**src/rtl/adc_manager_pkg.sv**
```systemverilog
// Shared definitions for the serial ADC frame manager.
// FSM encodings and default timing parameters live here.
package adc_manager_pkg;

    typedef enum logic [1:0] {
        ST_IDLE  = 2'd0,
        ST_SETUP = 2'd1,
        ST_SHIFT = 2'd2,
        ST_DONE  = 2'd3
    } state_t;

    localparam int DEF_CLK_DIV      = 25;
    localparam int DEF_IDLE_PERIODS = 2;

endpackage

```
**src/rtl/clk_tick_gen.sv**
```systemverilog
// Free-running divider producing a one-clk tick every CLK_DIV clks.
// The tick marks each SCLK half-period boundary.
module clk_tick_gen
    import adc_manager_pkg::*;
#(
    parameter int CLK_DIV = DEF_CLK_DIV
) (
    input  logic clk,
    input  logic rst,
    output logic tick
);

    localparam int CW = (CLK_DIV > 1) ? $clog2(CLK_DIV) : 1;
    localparam logic [CW-1:0] LAST = CW'(CLK_DIV - 1);

    logic [CW-1:0] cnt_q;
    logic [CW-1:0] cnt_d;

    always_comb begin
        tick  = (cnt_q == LAST);
        cnt_d = tick ? '0 : cnt_q + CW'(1);
    end

    always_ff @(posedge clk or negedge rst) begin
        if (!rst) begin
            cnt_q <= '0;
        end else begin
            cnt_q <= cnt_d;
        end
    end

endmodule

```
**src/rtl/adc_manager.sv**
```systemverilog
// Continuously clocks 8-bit frames out of a serial ADC (SPI mode 0 style)
// and presents each completed byte with a one-clk NEW_BYTE strobe.
module adc_manager
    import adc_manager_pkg::*;
#(
    parameter int CLK_DIV      = DEF_CLK_DIV,
    parameter int IDLE_PERIODS = DEF_IDLE_PERIODS
) (
    input  logic       clk,
    input  logic       rst,
    input  logic       ADC_read,
    output logic       clk_out,
    output logic       cs_out,
    output logic       out_serial,
    output logic [7:0] out_parallel,
    output logic       NEW_BYTE
);

    localparam int IW = $clog2(2 * IDLE_PERIODS);
    localparam logic [IW-1:0] IDLE_LAST = IW'(2 * IDLE_PERIODS - 1);

    logic tick;

    state_t        state_q, state_d;
    logic [IW-1:0] idle_q, idle_d;
    logic [2:0]    bit_q, bit_d;
    logic [7:0]    shift_q, shift_d;
    logic          sclk_q, sclk_d;
    logic          cs_q, cs_d;
    logic          ser_q, ser_d;
    logic [7:0]    par_q, par_d;
    logic          nb_q, nb_d;

    clk_tick_gen #(
        .CLK_DIV(CLK_DIV)
    ) u_tick (
        .clk (clk),
        .rst (rst),
        .tick(tick)
    );

    always_ff @(posedge clk or negedge rst) begin
        if (!rst) begin
            state_q <= ST_IDLE;
            idle_q  <= '0;
            bit_q   <= '0;
            shift_q <= '0;
            sclk_q  <= 1'b0;
            cs_q    <= 1'b1;
            ser_q   <= 1'b0;
            par_q   <= '0;
            nb_q    <= 1'b0;
        end else begin
            state_q <= state_d;
            idle_q  <= idle_d;
            bit_q   <= bit_d;
            shift_q <= shift_d;
            sclk_q  <= sclk_d;
            cs_q    <= cs_d;
            ser_q   <= ser_d;
            par_q   <= par_d;
            nb_q    <= nb_d;
        end
    end

    always_comb begin
        state_d = state_q;
        if (tick) begin
            unique case (state_q)
                ST_IDLE:  if (idle_q == IDLE_LAST) state_d = ST_SETUP;
                ST_SETUP: state_d = ST_SHIFT;
                ST_SHIFT: if (sclk_q && bit_q == 3'd7) state_d = ST_DONE;
                ST_DONE:  state_d = ST_IDLE;
                default:  state_d = ST_IDLE;
            endcase
        end
    end

    always_comb begin
        idle_d  = idle_q;
        bit_d   = bit_q;
        shift_d = shift_q;
        sclk_d  = sclk_q;
        cs_d    = cs_q;
        ser_d   = ser_q;
        par_d   = par_q;
        nb_d    = 1'b0;
        if (tick) begin
            unique case (state_q)
                ST_IDLE: begin
                    if (idle_q == IDLE_LAST) begin
                        idle_d = '0;
                        cs_d   = 1'b0;
                    end else begin
                        idle_d = idle_q + IW'(1);
                    end
                end
                ST_SETUP: sclk_d = 1'b0;
                ST_SHIFT: begin
                    sclk_d = ~sclk_q;
                    // sample on the rising edge; bit_q counts completed bits
                    if (!sclk_q) begin
                        shift_d = {shift_q[6:0], ADC_read};
                        ser_d   = ADC_read;
                    end else if (bit_q != 3'd7) begin
                        bit_d = bit_q + 3'd1;
                    end
                end
                ST_DONE: begin
                    par_d = shift_q;
                    nb_d  = 1'b1;
                    cs_d  = 1'b1;
                    bit_d = '0;
                end
                default: ;
            endcase
        end
    end

    assign clk_out      = sclk_q;
    assign cs_out       = cs_q;
    assign out_serial   = ser_q;
    assign out_parallel = par_q;
    assign NEW_BYTE     = nb_q;

endmodule

```
**config.mk**
```make
export PLATFORM = sky130hd
export DESIGN_NAME = adc_manager
export DESIGN_NICKNAME = d
export VERILOG_FILES = /design/src/rtl/adc_manager_pkg.sv /design/src/rtl/clk_tick_gen.sv /design/src/rtl/adc_manager.sv
export SDC_FILE = /design/constraint.sdc
export NUM_CORES = 1
export LEC_CHECK = 0
export CAP_MARGIN = 5
export CORE_AREA = 4 4 54 56
export CTS_BUF_LIST = sky130_fd_sc_hd__clkbuf_16
export DETAILED_ROUTE_END_ITERATION = 10
export DIE_AREA = 0 0 58 60
export PLACE_DENSITY = 0.81
export RECOVER_POWER = 25
export SLEW_MARGIN = 30
export SYNTH_ARGS = -nofsm -noshare
export SYNTH_HDL_FRONTEND = slang
export SYNTH_SLANG_ARGS = --single-unit
```
**constraint.sdc**
```tcl
create_clock -name clk -period 4.89 [get_ports clk]
set_clock_uncertainty 0.1 [all_clocks]
set_input_delay 0.978 -clock clk [delete_from_list [all_inputs] [get_ports clk]]
set_output_delay 0.978 -clock clk [all_outputs]
set_load 0.02 [all_outputs]
```
# == Word-level counts from Yosys, hierarchy flattened ==
# Cells that the tools add are included.
# word_totals
reg_bits,32
latch_bits,0
ramBits,0
mem_bits_ro,0
input_bits,3
out_inout_bits,12
wordCells,50
n_memories,0
# op_classes
n_addsub,3
n_mul,0
div,0
magnitude_cmp,0
n_eq_ne,11
shifts,0
mux,13
bitwise_logic,1
reduce_logical,12
# ops
cell,count
AND reduction 3 bit,3
!= test 2 bit (second input constant),4
one-hot mux 2 bit (4 select lines),1
== test 2 bit (second input constant),3
two-way mux 2 bit,3
two-way mux 3 bit,2
one-hot mux 3 bit (2 select lines),1
AND reduction 2 bit,3
nonzero test 2 bit,3
adder 5 x 1 -> 5 bit (second input constant),1
== test 5 bit (second input constant),1
two-way mux 5 bit,1
one-hot mux 1 bit (2 select lines),2
AND reduction 4 bit,1
adder 3 x 1 -> 3 bit (second input constant),1
== test 3 bit (second input constant),1
two-way mux 1 bit,3
!= test 3 bit (second input constant),1
adder 2 x 1 -> 2 bit (second input constant),1
== test 2 x 1 -> 1 bit (second input constant),1
zero test 2 bit,1
logical AND 1 bit,1
NOT 1 bit,1

# == Longest topological paths before layout ==
# Gate-level depths: netlist of run 1.
# logic_depth
ltp_word,4
depth_mapped,6

# == Cells and area by module ==
# From an unflattened synthesis of run 1, not the netlist that was laid out.
# unflattened
cells_unflattened,105
area_unflattened_um2,1422.6
# modules_own_cells
mod,n_inst,cells_per_inst,area_each_um2,seq_area_each_um2
adc_manager,1,81,1156.1,651.9
clk_tick_gen,1,24,266.5,125.1

# == Least setup slack after synthesis of run 1 ==
# No wires, ideal clock.
# synth_path
kind,reg2reg
start,register u_tick.cnt_q[0]
end,register shift_q[0]
setup_ps,125
t_arrival_ps,1551
setup_slack_ps,3114
stages_incl_launch_ff,6
period_less_slack_ps,1776
cell_sequence,dfrtp_1 > inv_1 > ha_1 > nand4b_4 > nor3b_4 > mux2_2
# synth_via
elab_chain_len,2
# synth_lines
item,line_no,source
from (decl),clk_tick_gen.sv:16,logic [CW-1:0] cnt_q;
from (signal assigned),clk_tick_gen.sv:28,cnt_q <= cnt_d;
== test 5 bit,clk_tick_gen.sv:20,tick = (cnt_q == LAST);
AND reduction 3 bit (no source line),-,
to (signal assigned),adc_manager.sv:57,shift_q <= shift_d;
to (decl),adc_manager.sv:27,"logic [7:0] shift_q, shift_d;"
# Every way passes these cells.
# A chain may end at the register's enable or synchronous reset.

==> reports/results.ini, run 1 <==
[run_status]
status = finished, violations left
violations = capacitance limit, slew limit

[synthesis]
synthAdderAreaFrac = 0.0795
synth_seq_cells = 31
synth_area_leaders = dfrtp_1 (53%), mux2_2 (15%), ha_1 (8.0%)
synth_fp_nets = 119
synth_top_family_by_area = multiplexers
synth_area_mm2 = 0.00142
synth_flop_cell = dfrtp_1
async_flop_share = 1.00
synth_edf_count = 0
syn_area_per_cell_um2 = 13.2
synth_top_area_cell = dfrtp_1
synthSimpleGateAreaFrac = 0.107
yosysUniqueCellTypes = 28
synth_compound_area_frac = 0.0795
synth_cells = 107
synth_xor_area_frac = 0.0124
yosysSeqAreaShare = 0.549
muxShareOfSynthArea = 0.151
yosysMostFrequentCell = dfrtp_1
synth_top_area_share = 0.530
yosys_warnings = 0
netlist_top_cells_count = dfrtp_1 (30), mux2_2 (19), ha_1 (9)

[clock_tree]
ctsRootBufferMaster = clkbuf_16
cts_setup_buffers = 0
clk-insertion-delay-late_ps = 270
cts_sinks = 31
cts_buffers = 5
cts_resized = 0
hold_buffers = 0
htreeDepth = 2
cts.path.max_buffers = 2
cts_tree = built
clk_pin_slew_ps = 50

[run]
cap_violations = 1

[cells_and_area]
drive_gt1_frac = 0.225
post-route-util = 0.707
area_delta_synth_final_pct = 21.4
nets = 140
nFillCells = 176
diodes = 0
final_cell_count_no_fill = 159

[floorplanning]
io_pins = 15
start_util = 0.582
die-width_um = 58
core_area_mm2 = 0.00243
die_h_um = 60
fp-row-count = 18
design.die.area_mm2 = 0.00348

[critical_path]
slowest_delay_ps = 1170
cp.arrival_ps = 2680
critPathLaunch = rst
path_buf_inv = 2
critPathSlowestCell = clkbuf_1
cp_top_family = buffers and inverters
crit_type = primary input to async pin
cp.required_ps = 4870
crit_fanout = 31
cp-start-kind = primary input
worstPathCellList = dlygate4sd3_1 > clkbuf_1
r2r-start = u_tick.cnt_q[0]$_DFF_PN0_
end_kind = async pin

[global_route]
grt_pass1_vias = 1005
gr-usage-met1 = 0.213
grt_busiest_layer = met2
antenna_found_initial = 0
grtUsageMet2 = 0.300
grt_usage = 0.179
grt_max_degree = 32
grt_overflow = 0
grt_pass1_wl_mm = 4.52
use_met3 = 0.0713

[hold_path]
hp-class = flop to flop
hp-start = u_tick.cnt_q[0]$_DFF_PN0_

[sta]
slew_headroom = -0.0823
max_freq_mhz = 370
finalCritPeriodShare = 0.552
finalCriticalPeriod_ps = 2700
hold_violations = 0
rsz0062_at_grt = false
drv_slew = 32
fin_setup_tns_ps = 0
setup_viol = 0
tightest_slew_ps = 1620
whs_ps = 395

[place]
post-dp-hpwl_mm = 1.69
gp_congestion = 0.756
placed_cells = 151
portBuffers = 14

[route]
routed-via-count = 868
ant_nets = 0
drtIter0Drc = 20
drc = 0
avgViaCountPerCell = 5.46
drtPass1Iterations = 4
routed_wirelength_mm = 2.53
wire_per_inst_um = 15.9

[pwr]
powerDensity_mw_per_mm2 = 322
p_leak_nw = 0.851
design_power_total_mw = 0.554
p_int_mw = 0.443
p_seq_frac = 0.464
power_switching_mw = 0.111
clkPwrFrac = 0.525
p_comb_frac = 0.011
ir_drop_mv = 0.316
swShare = 0.199

-- metal layers --
layer	up-vias	part of all wire
met5	-	0
met4	0	0.013
met3	5	0.029
met2	15	0.51
met1	431	0.45
li1	417	-
-- path summary, 6_finish.rpt --
check / slack, ps / end / cells after the start
worst min-delay path: 400 / u_tick.cnt_q[0]$_DFF_PN0_ / 1
worst min register to register: 400 / u_tick.cnt_q[0]$_DFF_PN0_ / 1
min in group asynchronous: 1550 / u_tick.cnt_q[2]$_DFF_PN0_ / 2
worst max-delay path: 2190 / clk_out$_DFFE_PN0P_ / 2
max in group clk: 2400 / cs_out / 1
worst max register to register: 2670 / shift_q[4]$_DFFE_PN0P_ / 5
-- sequential cells by signal, summed over array words and instances (netlist names) --
signal / count
out_parallel: 8
shift_q: 8
u_tick.cnt_q: 5
bit_q: 3
idle_q: 2
state_q: 2
NEW_BYTE: 1
clk_out: 1
cs_out: 1
-- stage by stage --
stage / setup WS (ps) / instance area (µm²)
final: 2190 / 1720
after global routing: 1780 / 1720
after CTS: 2390 / 1740
after detailed placement: 2680 / 1600
after global placement: 2700 / 1600
after floorplan: 3110 / 1420
-- area by class of cell --
class	count	area (µm²)	area share
Multi-Input combinational cell	68	593	0.345
Clock inverter	3	16.3	0.00946
Inverter	7	26.3	0.0153
Clock buffer	5	125	0.0728
Timing Repair Buffer	15	144	0.0837
Sequential cell	31	777	0.452
Tap cell	30	37.5	0.0218
-- cell families (layout without fill, tap and decap cells) --
kind of cell | count (synthesis) | in the layout
AO/OA/AOI/OAI | 16 | 16
flip-flops | 31 | 31
adder cells (fa/ha/maj) | 9 | 9
multiplexers | 19 | 19
XOR/XNOR | 2 | 2
AND/OR/NAND/NOR | 22 | 22
buffers and inverters | 8 | 30
-- cell usage in the layout, fill, tap and decap left out, types with 2 or more instances in the layout --
cell type        Yosys  routed
a22o_1               2       2
a2bb2oi_1            2       2
dfrtp_1             30      30
nand2_1              3       3
and3_1               2       2
a211o_1              2       2
nand2b_1             2       2
mux2_2              19      19
inv_1                7       8
clkbuf_16            0       5
nor2_1               6       6
a21oi_1              4       4
clkdlybuf4s50_1      0      13
ha_1                 9       9
and2_1               2       2
o21a_1               2       2
o21ai_0              2       2
-- power groups by stage --
stage	Combinational, mW	Clock [mW]	Sequential [mW]
floorplan	0.00000706	0	0.261
global placement	0.00705	0	0.261
detailed placement	0.00732	0	0.261
CTS	0.00727	0.294	0.257
global route	0.00756	0.308	0.257
finish	0.00624	0.291	0.257
(Power assumes the default switching activity.)
==> run 2: changes to the inputs <==
--- a/config.mk
+++ b/config.mk
@@ -6,11 +6,11 @@
 export NUM_CORES = 1
 export LEC_CHECK = 0
 export CAP_MARGIN = 5
-export CORE_AREA = 4 4 54 56
+export CORE_AREA = 4 4 56 58
 export CTS_BUF_LIST = sky130_fd_sc_hd__clkbuf_16
 export DETAILED_ROUTE_END_ITERATION = 10
-export DIE_AREA = 0 0 58 60
-export PLACE_DENSITY = 0.81
+export DIE_AREA = 0 0 60 62
+export PLACE_DENSITY = 0.76
 export RECOVER_POWER = 25
 export SLEW_MARGIN = 30
 export SYNTH_ARGS = -nofsm -noshare
==> constraint.sdc (replaced) <==
create_clock -name clk -period 2.7 [get_ports clk]
set_clock_uncertainty 0.1 [all_clocks]
set_input_delay 0.54 -clock clk [delete_from_list [all_inputs] [get_ports clk]]
set_output_delay 0.54 -clock clk [all_outputs]
set_load 0.02 [all_outputs]
==> run 2 against run 1 <==
Effect of this change: the flow now finishes without violations; final area increased by 2.8%; total power increased by 100%; largest power group unchanged; combinational power increased by 94%; non-clock buffer count unchanged; critical endpoint is now cs_out; register-to-register slack got worse by 1900 ps; highest routed layer unchanged.
==> reports/results.ini, run 2 (same netlist as run 1, synthesis figures left out) <==
[run_status]
status = finished clean

[sta]
whs_ps = 392  ; -3.85 ps
setup_viol = 0  ; unchanged
rsz0062_at_grt = false
tightest_slew_ps = 534  ; -1090 ps
max_freq_mhz = 487
drv_slew = 0  ; -100%
finalCritPeriodShare = 0.761
setup_slack_ps = 646  ; -1540 ps
finalCriticalPeriod_ps = 2050
slew_headroom = 0.639  ; +0.721
hold_violations = 0  ; unchanged
fin_setup_tns_ps = 0  ; unchanged

[cells_and_area]
final-seq-area_um2 = 777  ; unchanged
design_area_mm2 = 0.00177  ; +2.8%
post-route-util = 0.664  ; -0.0433
final_cell_count_no_fill = 160  ; +0.63%
drive_gt1_frac = 0.248  ; +0.0233
nets = 140  ; unchanged
final_cell_mix = dfrtp_1 (30), mux2_2 (19), clkdlybuf4s50_1 (13)
final_common_cell = dfrtp_1
nFillCells = 199  ; +13%
diodes = 0  ; unchanged
area_delta_synth_final_pct = 24.7
multi_input_area_um2 = 608  ; +2.5%

[clock_tree]
cts_resized = 0  ; unchanged
clk_pin_slew_ps = 60  ; about the same
cts.path.max_buffers = 2  ; unchanged
hold_buffers = 0  ; unchanged
cts_setup_buffers = 0  ; unchanged
cts_tree = built
ctsRootBufferMaster = clkbuf_16
cts_sinks = 31  ; unchanged
cts_buffers = 5  ; unchanged
clk-insertion-delay-late_ps = 280  ; about the same
htreeDepth = 2  ; unchanged

[critical_path]
cp.arrival_ps = 1410  ; -1270 ps
cp-start-kind = flop
cp_num_cells = 1  ; -1
end_kind = output port
crit_type = flop to output port
cp_top_family = buffers and inverters
slowest_delay_ps = 600  ; -570 ps
cp.required_ps = 2060  ; -2810 ps
critPathSlowestCell = clkdlybuf4s50_1
path_buf_inv = 1  ; -1
worstPathCellList = clkdlybuf4s50_1
rr_worst_depth = 5  ; unchanged
crit_fanout = 3  ; -90%

[place]
gp_congestion = 0.761  ; +0.61%
post-dp-hpwl_mm = 1.65  ; -2.1%
portBuffers = 14  ; unchanged
place_ws_ps = 757  ; -1930 ps
placed_cells = 152  ; +0.66%
place_area_mm2 = 0.00160  ; about the same

[route]
avgViaCountPerCell = 5.41  ; -0.85%
routed-via-count = 866  ; -0.23%
drtPass1Iterations = 4  ; unchanged
drtIter0Drc = 28  ; +40%
drc = 0  ; unchanged
wire_per_inst_um = 15.8  ; -0.78%
ant_nets = 0  ; unchanged
routed_wirelength_mm = 2.53  ; -0.16%

[floorplanning]
start_util = 0.532  ; -0.0503
core_area_mm2 = 0.00266  ; +9.5%
fp-row-count = 19  ; +1
die-width_um = 60  ; +3.4%
design.die.area_mm2 = 0.00372  ; +6.9%
die_h_um = 62  ; +3.3%
io_pins = 15  ; unchanged

[global_route]
grt_pass1_wl_mm = 4.36  ; -3.5%
grt_max_degree = 32  ; unchanged
grt_pass1_vias = 895  ; -11%
antenna_found_initial = 0  ; unchanged
grt_usage = 0.170  ; -0.00828
grt_overflow = 0  ; unchanged

[pwr]
powerDensity_mw_per_mm2 = 635  ; +97%
ir_drop_mv = 0.519  ; +65%
design_power_total_mw = 1.12  ; +100%
p_leak_nw = 0.873  ; +2.5%

[run]
cap_violations = 0  ; -1

[hold_path]
hold_depth = 1  ; unchanged
hp-class = flop to flop

[run 2: power breakdown]
group | switching (mW) | internal [mW] | leakage [nW]
Sequential | 0 | 0.465 | 0.416
Combinational | 0.00894 | 0.00319 | 0.373
Clock | 0.210 | 0.434 | 0.0838
[run 2: cell type report]
| type | instances | area share |
|---|---|---|
| sequential | 31 | 0.440 |
| multi-input combinational | 68 | 0.344 |
| timing repair buffer | 15 | 0.0836 |
| clock buffer | 5 | 0.0708 |
| clock inverter | 3 | 0.0248 |
| tap | 31 | 0.0220 |
| inverter | 7 | 0.0149 |
[run 2: path summary, 6_finish.rpt]
kind                                                   to  slack, ps                 startpoint
min in group asynchronous       u_tick.cnt_q[4]$_DFF_PN0_        610                        rst
worst min-delay path            u_tick.cnt_q[0]$_DFF_PN0_        390  u_tick.cnt_q[0]$_DFF_PN0_
worst max-delay path                               cs_out        650         cs_out$_DFFE_PN1P_
max in group asynchronous              cs_out$_DFFE_PN1P_       1570                        rst
worst max register to register     shift_q[0]$_DFFE_PN0P_        730  u_tick.cnt_q[0]$_DFF_PN0_
worst min register to register  u_tick.cnt_q[0]$_DFF_PN0_        390  u_tick.cnt_q[0]$_DFF_PN0_
[run 2: per-layer routing]
| layer | share of wire | global-route usage | routed length (µm) | vias to the layer above |
|---|---|---|---|---|
| li1 | - | - | - | 421 |
| met1 | 0.46 | 0.203 | 1160 | 425 |
| met2 | 0.48 | 0.261 | 1210 | 12 |
| met3 | 0.031 | 0.0517 | 79 | 8 |
| met4 | 0.033 | 0.127 | 83 | 0 |
| met5 | 0 | 0 | 0 | - |
==> run 3: changes to the inputs <==
==> constraint.sdc (replaced) <==
create_clock -name clk -period 2 [get_ports clk]
set_clock_uncertainty 0.1 [all_clocks]
set_input_delay 0.4 -clock clk [delete_from_list [all_inputs] [get_ports clk]]
set_output_delay 0.4 -clock clk [all_outputs]
set_load 0.02 [all_outputs]
==> run 3 against run 2 <==
Effect of this change: via count up 3.2%; clock power up 26%; utilization is 1.4 points higher; flip-flop and latch count unchanged; die area is the same; sequential share of layout area is 0.89 points lower; final area up 2.1%; highest routed layer unchanged.
==> reports/results.ini, run 3 (same netlist as run 1, synthesis figures left out) <==
[run_status]
status = finished clean

[critical_path]
cp_top_family = buffers and inverters
critPathSlowestCell = clkdlybuf4s50_1
crit_type = flop to output port
slowest_delay_ps = 600  ; about the same
end_kind = output port
path_buf_inv = 1  ; unchanged
worstPathCellList = clkdlybuf4s50_1
cp.arrival_ps = 1410  ; about the same
cp.required_ps = 1500  ; -560 ps
crit_fanout = 3  ; unchanged
cp-start-kind = flop

[route]
ant_nets = 0  ; unchanged
drtIter0Drc = 22  ; -21%
drtPass1Iterations = 4  ; unchanged
avgViaCountPerCell = 5.48  ; +1.3%
wire_per_inst_um = 14.9  ; -5.8%
routed_wirelength_mm = 2.43  ; -4.0%
drc = 0  ; unchanged
routed-via-count = 894  ; +3.2%

[global_route]
antenna_found_initial = 0  ; unchanged
grt_pass1_vias = 914  ; +2.1%
grt_pass1_wl_mm = 4.28  ; -1.9%
grt_usage = 0.163  ; -0.00725
grt_overflow = 0  ; unchanged
grt_max_degree = 32  ; unchanged

[clock_tree]
cts_tree = built
hold_buffers = 0  ; unchanged
clk_pin_slew_ps = 50  ; about the same
cts_sinks = 31  ; unchanged
ctsRootBufferMaster = clkbuf_16
clk-insertion-delay-late_ps = 270  ; about the same
cts_setup_buffers = 0  ; unchanged
htreeDepth = 2  ; unchanged
cts.path.max_buffers = 2  ; unchanged
cts_buffers = 5  ; unchanged

[sta]
max_freq_mhz = 524
drv_slew = 0  ; unchanged
rsz0062_at_grt = false
finalCritPeriodShare = 0.954
hold_violations = 0  ; unchanged
tightest_slew_ps = 741  ; +206 ps
slew_headroom = 0.506  ; -0.132
fin_setup_tns_ps = 0  ; unchanged
finalCriticalPeriod_ps = 1910
setup_viol = 0  ; unchanged

[place]
gp_congestion = 0.775  ; +1.9%
placed_cells = 156  ; +2.6%
portBuffers = 14  ; unchanged
post-dp-hpwl_mm = 1.69  ; +1.9%

[cells_and_area]
area_delta_synth_final_pct = 27.3
final_cell_count_no_fill = 163  ; +1.9%
drive_gt1_frac = 0.265  ; +0.0171
nFillCells = 193  ; -3.0%
diodes = 0  ; unchanged
final_common_cell = dfrtp_1
nets = 144  ; +2.9%
final_cell_mix = dfrtp_1 (30), mux2_2 (19), clkdlybuf4s50_1 (13)
post-route-util = 0.677  ; +0.0136

[floorplanning]
die_h_um = 62  ; unchanged
design.die.area_mm2 = 0.00372  ; unchanged
fp-row-count = 19  ; unchanged
io_pins = 15  ; unchanged
start_util = 0.532  ; unchanged
core_area_mm2 = 0.00266  ; unchanged
die-width_um = 60  ; unchanged

[pwr]
clkPwrFrac = 0.558  ; -0.017
ir_drop_mv = 0.796  ; +53%
power_switching_mw = 0.253  ; +15%
p_comb_frac = 0.010  ; about the same
p_seq_frac = 0.431  ; +0.016
swShare = 0.173  ; -0.0220
p_int_mw = 1.21  ; +34%
p_leak_nw = 0.890  ; +1.9%
powerDensity_mw_per_mm2 = 809  ; +27%

[hold_path]
hp-class = flop to flop

[run]
cap_violations = 0  ; unchanged

==> run 3: cell types whose count changed in the layout (fill, tap and decap cells not counted), sizes merged <==
cell	before	now
buf	1	4
inv	7	8
clkinv	2	0
clkbuf	5	6
==> run 3: repair_timing <==
action                                 in CTS  in global routing
gates resized for setup                     0                  1
endpoints found under the hold margin       0                  0
setup endpoints to repair                   0                  1
==> run 3: final timing paths <==
kind                            cells after the start                        end                 startpoint  slack, ps
worst max-delay path                                1                     cs_out         cs_out$_DFFE_PN1P_         90
worst min-delay path                                1  u_tick.cnt_q[0]$_DFF_PN0_  u_tick.cnt_q[0]$_DFF_PN0_        380
worst max register to register                      6     shift_q[4]$_DFFE_PN0P_  u_tick.cnt_q[0]$_DFF_PN0_        150
worst min register to register                      1  u_tick.cnt_q[0]$_DFF_PN0_  u_tick.cnt_q[0]$_DFF_PN0_        380
max in group asynchronous                           2     state_q[1]$_DFFE_PN0P_                        rst        710
min in group asynchronous                           2  u_tick.cnt_q[3]$_DFF_PN0_                        rst        620
==> run 3: final cells by class <==
class                           instances  area, µm²  area share
Timing Repair Buffer                   19        188       0.104
Multi-Input combinational cell         68        614       0.341
Tap cell                               31       38.8      0.0215
Inverter                                7       26.3      0.0146
Clock buffer                            5        125      0.0694
Sequential cell                        31        777       0.431
Clock inverter                          2       33.8      0.0187
==> run 3: per-stage QoR <==
step	hold slack [ps]	setup slack, ps	instance area [µm²]	total power [mW]
global placement	359	203	1640	0.656
floorplan	4.41	224	1420	0.639
CTS	384	83.3	1800	1.48
global route	429	17.3	1800	1.50
detailed placement	376	159	1640	0.656
finish	381	92.7	1800	1.46
==> run 3: power by group through the flow <==
| stage | registers [mW] | clock network [mW] | logic [mW] |
|---|---|---|---|
| after floorplan | 0.639 | 0 | 0.0000168 |
| final | 0.629 | 0.814 | 0.0153 |
| after CTS | 0.629 | 0.835 | 0.0178 |
| after global routing | 0.628 | 0.858 | 0.0181 |
| after global placement | 0.639 | 0 | 0.0174 |
| after detailed placement | 0.639 | 0 | 0.0177 |
==> run 3: routing by layer <==
| layer | vias to the layer above | wire length, µm | GRT usage |
|---|---|---|---|
| met5 | - | 0 | 0 |
| met4 | 0 | 40 | 0.0854 |
| met3 | 6 | 123 | 0.0702 |
| met2 | 21 | 1210 | 0.262 |
| met1 | 438 | 1060 | 0.185 |
| li1 | 429 | - | - |
